**src/rtl/seq_det_prog.sv**
```systemverilog
// seq_det_prog: programmable serial sequence detector.
//   Compares the most recent pat_len valid bits of the serial stream against a
//   loaded pattern. Overlapping or non-overlapping detection is selectable, and
//   a saturating counter tallies matches.
// Ports:
//   clk, reset_n             clock and asynchronous active-low reset
//   in, in_valid             serial bit and its qualifier
//   cfg_load                 one-cycle pulse that latches pat / pat_len / overlap_en
//   pat, pat_len, overlap_en pattern (pat[pat_len-1] arrives first), length, mode
//   cnt_clr                  synchronous clear of match_cnt
//   out                      Mealy match: combinational, high in the completing cycle
//   out_q                    out delayed by one cycle
//   match_cnt                saturating match count
//   cfg_err                  sticky flag, set when a cfg_load is rejected
module seq_det_prog #(
  parameter int                 MAX_LEN = 8,
  parameter int                 CNT_W   = 8,
  parameter logic [MAX_LEN-1:0] PAT_RST = 8'b0000_1011,
  parameter int                 LEN_RST = 4
) (
  input  logic                         clk,
  input  logic                         reset_n,
  input  logic                         in,
  input  logic                         in_valid,
  input  logic                         cfg_load,
  input  logic [MAX_LEN-1:0]           pat,
  input  logic [$clog2(MAX_LEN+1)-1:0] pat_len,
  input  logic                         overlap_en,
  input  logic                         cnt_clr,
  output logic                         out,
  output logic                         out_q,
  output logic [CNT_W-1:0]             match_cnt,
  output logic                         cfg_err
);
  localparam int LW = $clog2(MAX_LEN+1);

  logic [MAX_LEN-1:0] pat_r;
  logic [LW-1:0]      len_r;
  logic               ovl_r;
  logic [MAX_LEN-2:0] hist;   // newest bit at [0]
  logic [LW-1:0]      since;  // valid bits eligible for a match, saturates at MAX_LEN

  logic [MAX_LEN-1:0] win, mask;
  logic               hit, since_ok, load_ok;

  // Candidate window: the stored history followed by the current bit.
  assign win = {hist, in};

  // Only the low len_r pattern bits take part in the compare.
  for (genvar i = 0; i < MAX_LEN; i++) begin : g_mask
    assign mask[i] = (LW'(i) < len_r);
  end

  assign hit      = ((win ^ pat_r) & mask) == '0;
  // since >= len-1, written as since+1 >= len to avoid an underflow.
  assign since_ok = ({1'b0, since} + (LW+1)'(1)) >= {1'b0, len_r};
  assign load_ok  = cfg_load && (pat_len >= LW'(2)) && (pat_len <= LW'(MAX_LEN));

  // Any cfg_load cycle discards the serial bit, accepted or rejected; a rejected
  // load therefore leaves the detection progress exactly where it was.
  assign out = reset_n & in_valid & ~cfg_load & since_ok & hit;

  always_ff @(posedge clk or negedge reset_n) begin
    if (!reset_n) begin
      pat_r <= PAT_RST;
      len_r <= LW'(LEN_RST);
      ovl_r <= 1'b0;
      hist  <= '0;
      since <= '0;
      cfg_err <= 1'b0;
    end else if (cfg_load) begin
      if (load_ok) begin
        pat_r <= pat;
        len_r <= pat_len;
        ovl_r <= overlap_en;
        hist  <= '0;
        since <= '0;
      end else begin
        cfg_err <= 1'b1;
      end
    end else if (in_valid) begin
      hist <= win[MAX_LEN-2:0];
      if (out && !ovl_r)
        since <= '0;  // consumed bits may not contribute to a later match
      else if (since != LW'(MAX_LEN))
        since <= since + LW'(1);
    end
  end

  always_ff @(posedge clk or negedge reset_n) begin
    if (!reset_n) begin
      out_q     <= 1'b0;
      match_cnt <= '0;
    end else begin
      out_q <= out;
      if (cnt_clr)
        match_cnt <= '0;  // clear has priority over a coincident match
      else if (out && !(&match_cnt))
        match_cnt <= match_cnt + CNT_W'(1);
    end
  end
endmodule

```
**config.mk**
```make
export PLATFORM = sky130hd
export DESIGN_NAME = seq_det_prog
export DESIGN_NICKNAME = d
export VERILOG_FILES = /design/src/rtl/seq_det_prog.sv
export SDC_FILE = /design/constraint.sdc
export NUM_CORES = 1
export LEC_CHECK = 0
export ABC_AREA = 0
export BUFFER_PORTS_ARGS = -buffer_cell sky130_fd_sc_hd__buf_2
export CORE_ASPECT_RATIO = 2
export CORE_UTILIZATION = 35
export DETAILED_ROUTE_END_ITERATION = 7
export PLACE_DENSITY_LB_ADDON = 0.3
export RECOVER_POWER = 50
export SLEW_MARGIN = 10
export SYNTH_ARGS = -nofsm -noshare
export SYNTH_HDL_FRONTEND = slang
export SYNTH_SLANG_ARGS = --single-unit
```
**constraint.sdc**
```tcl
create_clock -name clk -period 7.8 [get_ports clk]
set_clock_uncertainty 0.05 [all_clocks]
set_input_delay 1.17 -clock clk [delete_from_list [all_inputs] [get_ports clk]]
set_output_delay 1.17 -clock clk [all_outputs]
set_load 0.005 [all_outputs]
```
# Yosys cells after proc, flatten, opt, wreduce, memory -nomap -nowiden
# Index checks and enable logic that the tools add are counted.
# Widths: inputs -> output; s select.
dict set report op_classes {
  n_addsub 3
  n_reduce_logical 15
  muxes 10
  bitwise_logic 8
  n_lt_le_gt_ge 11
  n_eq_ne 2
}
# operator count
set op_table {}
lappend op_table {{$mux 7} 3}
lappend op_table {{$mux 4} 5}
lappend op_table {{$lt 3x4->1 const A} 4}
lappend op_table {{$mux 8} 2}
lappend op_table {{$add 8x1->8 const B} 1}
lappend op_table {{$and 8x8->8} 1}
lappend op_table {{$logic_not 8->1} 1}
lappend op_table {{$lt 1x4->1 const A} 2}
lappend op_table {{$lt 2x4->1 const A} 2}
lappend op_table {{$reduce_and 8->1} 1}
lappend op_table {{$xor 8x8->8} 1}
lappend op_table {{$reduce_and 2->1} 3}
lappend op_table {{$add 4x1->5 const B} 1}
lappend op_table {{$ge 5x4->1} 1}
lappend op_table {{$add 4x1->4 const B} 1}
lappend op_table {{$and 1x1->1} 4}
lappend op_table {{$ge 4x2->1 const B} 1}
lappend op_table {{$le 4x4->1 const B} 1}
lappend op_table {{$logic_and 1x1->1} 4}
lappend op_table {{$ne 4x4->1 const B} 1}
lappend op_table {{$reduce_bool 2->1} 2}
lappend op_table {{$reduce_and 3->1} 1}
lappend op_table {{$reduce_bool 3->1} 1}
lappend op_table {{$logic_not 1->1} 2}
lappend op_table {{2 further kinds} 3}
dict set report word_totals {
  ff_bits 34
  in_bits 19
  elab_cells 57
  out_inout_bits 11
}

# Logic depth before layout (Yosys ltp)
dict set report logic_depth {
  ltp_word 8
  depth_mapped 11
  depth_no_buf 9
}

# Least setup slack after synthesis
# OpenSTA, ideal clock, no wires.
dict set report synth_path {
  kind {input -> output}
  from {in in_valid}
  to {out out}
  path_buffers 3
  t_arrival_ns 2.381
  cell_stages 7
  t_required_ns 6.580
  setup_slack_ns 4.199
  path_cell_list {nor2b_1 > buf_2 > o2111ai_1 > or4b_1 > buf_2 > buf_6 > inv_1}
}
dict set report synth_via {
  elab_chain_cells 4
}
# element line
set synth_lines {}
lappend synth_lines {{from (decl)} 24} ;# input logic in_valid,
lappend synth_lines {{$and 1x1->1 (4 in a row)} 61} ;# assign out = reset_n & in_valid & ~cfg_load & since_ok & hit;
lappend synth_lines {{to (decl)} 30} ;# output logic out,
# Every way passes these cells.

# Worst setup path in the final report
dict set report layout_path {
  from {in reset_n}
  to {out out}
}
dict set report layout_via {
  elab_chain_cells 4
}
# element line
set layout_lines {}
lappend layout_lines {{from (decl)} 22} ;# input logic reset_n,
lappend layout_lines {{$and 1x1->1 (4 in a row)} 61}
# Every way passes these cells.

==> implementation parameters <==
Parameter                              Value

Status
  Status    complete, but fails checks
  Failing checks    capacitance limit, slew limit

Synthesis
  Fraction of synthesis flops using an asynchronous set or reset pin    1.00
  Most used flip-flop cell after synthesis    sky130_fd_sc_hd__dfrtp_1
  Leading area contributor after synthesis    sky130_fd_sc_hd__dfrtp_1
  Top cell type's share of synthesized area    0.412
  Yosys reg bits    34
  Warning count from the yosys run    0
  Post-synthesis cell count    182
  Cell types occupying the most area after synthesis    sky130_fd_sc_hd__dfrtp_1, sky130_fd_sc_hd__mux2_2, sky130_fd_sc_hd__dfstp_2
  Summed instance area of the synthesized netlist    about 1800 µm²
  Number of unique standard cell types used by synthesis    36
  Number of enable-type register cells in the synthesized netlist    0
  Post-synthesis net count    208
  Register area share after synthesis    0.469
  Per-instance average area after synthesis    between 10 and 15 µm²

Drt
  Detail Route Antenna Nets    0
  DRC violation total after the first TritonRoute iteration    30
  Vias/cell    approximately 5.3
  Count of vias placed by the detailed router    roughly 1400
  Total Wirelength    just under 4000 µm
  First-pass DRT Iterations    4
  Final routed wire length divided by cell count    14.6 µm
  DRC violations left    0

Final layout
  Number of nets at the end of the flow    approximately 240
  Most frequent cells in the layout    sky130_fd_sc_hd__dfrtp_1, sky130_fd_sc_hd__buf_2, sky130_fd_sc_hd__nand2_1
  Area added between synthesis and finish    15.0%
  Fillers    511
  Share of layout cells above drive strength 1    0.258
  Most common library cell in the layout ignoring fill and taps    sky130_fd_sc_hd__dfrtp_1
  Number of antenna diodes    0

Place
  Post-DP HPWL    around 3000 µm
  Port Buffer Count    29
  Gp weighted congestion    around 0.8
  Worst slack after detailed placement    between 3 and 4 ns

Clocking
  Total of hold buffers inserted after clock tree synthesis    0
  Clock-pin transition on the worst setup and hold timing paths    0.06 ns
  Cts repair resizes    0
  Sink count of the clock tree    34
  Buffer depth of the longest clock path    2
  Clk Tree Root Cell    sky130_fd_sc_hd__clkbuf_8
  Post-CTS setup repair buffer count    0
  Clock network latency to the later pin of the worst-skew pair    0.29 ns
  TritonCTS Buffers    5
  CTS H-tree depth    2
  Clock tree from TritonCTS    yes

Global route
  Maximum number of pins on one net before global-route repair    36
  Global-route congestion overflow total    0
  Global Route Usage Sum    0.168
  Initial antenna violation count    0
  Global-route wire length before repair    between 6000 and 7000 µm
  Vias in the first global route    1508

Timing
  Final TNS setup    0 ns
  Clock period minus final worst setup slack    about 5.1 ns
  Worst-margin pin slew    1.85 ns
  Fin worst setup slack    2.68 ns
  Unrepaired setup endpoints after global routing    false
  Highest clock frequency the design can meet    0.195 GHz
  Setup-violating endpoint count in the final report    0
  Relative slew slack    -0.233
  Final hold vios    0
  Worst hold slack across all endpoints    slightly above 0.4 ns
  Portion of the clock cycle consumed by the worst path in the final layout    0.656
  Final-report max-slew violation count    36

Job
  Max-capacitance violation count    1

Worst setup path
  Critical path data arrival time    3.90 ns
  Endpoint required time on the critical path    ~6.6 ns
  Largest stage delay on the critical path    roughly 1.3 ns
  Nature of the critical path endpoint    output pin
  Worst Setup Start Kind    input port
  Critical path depth in cells    5
  Worst R2R Path Depth    9
  Number of buffer and inverter instances along the worst setup path    3
  Cell-by-cell listing of the critical path    clkbuf_1 > o2111ai_1 > or4b_1 > inv_1 > buf_2
  CP Max Fanout    35
  Register-to-register setup slack    4.53 ns
  Cell family contributing the most delay on the critical path    buffers and inverters
  Crit Path Class    input port to output pin
  Max stage delay cell, worst path    sky130_fd_sc_hd__clkbuf_1

Floorplanning
  Overall die height    104 µm
  Starting Density    0.368
  Die area    between 5000 and 6000 µm²
  Area of the core    ~5000 µm²
  Ports placed on the boundary    30
  Number of cell rows    36
  Width of the die    approximately 53 µm

Power
  Power density over the cells    203 nW/µm²
  Peak supply drop    ~0.094 mV
  Leakage    between 0.9 and 1 nW
  Final Total Pwr    approximately 0.43 mW

Hold path
  Kind of path behind the tightest hold check    register to register
  Number of cells on the worst hold path    1
==> metrics by stage <==
stage               cell area [µm²]  instances   util
floorplan                      1820        182      -
global placement               2020        262  0.408
detailed placement             2020        262  0.408
CTS                            2110        270  0.426
global route                   2100        270  0.423
finish                         2100        270  0.423
==> area by class of cell <==
class,count,area [µm²],area share
Clock buffer,7,86.3,0.0411
Sequential cell,34,856,0.408
Tap cell,57,71.3,0.0340
Clock inverter,1,5.00,0.00239
Timing Repair Buffer,30,148,0.0704
Multi-Input combinational cell,134,906,0.432
Inverter,7,26.3,0.0125
==> cells by family (layout without fill, tap and decap cells) <==
kind of cell    after synthesis  count (layout)  synth area share
buf+inv                      14              45            0.0343
simple gates                 70              70             0.190
xor+xnor                      9               9            0.0432
mux                          17              17             0.105
flops                        34              34             0.469
fa+ha+maj                     7               7            0.0480
compound gates               31              31             0.110
==> path summary, 6_finish.rpt <==
check,endpoint,startpoint
hold reg to reg,cfg_err$_DFFE_PN0P_,cfg_err$_DFFE_PN0P_
min in group asynchronous,match_cnt[2]$_DFFE_PN0P_,reset_n
setup reg to reg,match_cnt[6]$_DFFE_PN0P_,since[0]$_DFFE_PN0P_
setup / recovery,out,reset_n
hold / removal,cfg_err$_DFFE_PN0P_,cfg_err$_DFFE_PN0P_
max in group asynchronous,since[0]$_DFFE_PN0P_,reset_n
==> cell usage after synthesis (5+ instances only) <==
master                      n
sky130_fd_sc_hd__dfrtp_1   30
sky130_fd_sc_hd__nand2_1   21
sky130_fd_sc_hd__mux2_2    17
sky130_fd_sc_hd__nand3_1   13
sky130_fd_sc_hd__nor2_1    11
sky130_fd_sc_hd__nor2b_1   11
sky130_fd_sc_hd__o21ai_0    8
sky130_fd_sc_hd__a21oi_1    7
sky130_fd_sc_hd__ha_1       7
sky130_fd_sc_hd__inv_1      7
sky130_fd_sc_hd__a211oi_1   5
sky130_fd_sc_hd__xor2_1     5
==> power breakdown <==
part           internal [mW]  switching [mW]
sequential             0.197          0.0199
clock                 0.0711          0.0620
combinational         0.0384          0.0380
==> flip-flops by register name, indices dropped and copies added, names as in the netlist <==
register / flops
cfg_err: 1
hist: 7
len_r: 4
match_cnt: 8
out_q: 1
ovl_r: 1
pat_r: 8
since: 4
==> routing by layer <==
| metal | part of all wire | global-route usage | routed length, µm |
|---|---|---|---|
| met1 | 0.36 | 0.160 | 1410 |
| met2 | 0.58 | 0.313 | 2290 |
| met4 | 0.030 | 0.0902 | 119 |
| met5 | 0 | 0 | 0 |
| met3 | 0.027 | 0.0307 | 108 |
Note: power is estimated with default switching activity, not from simulation.
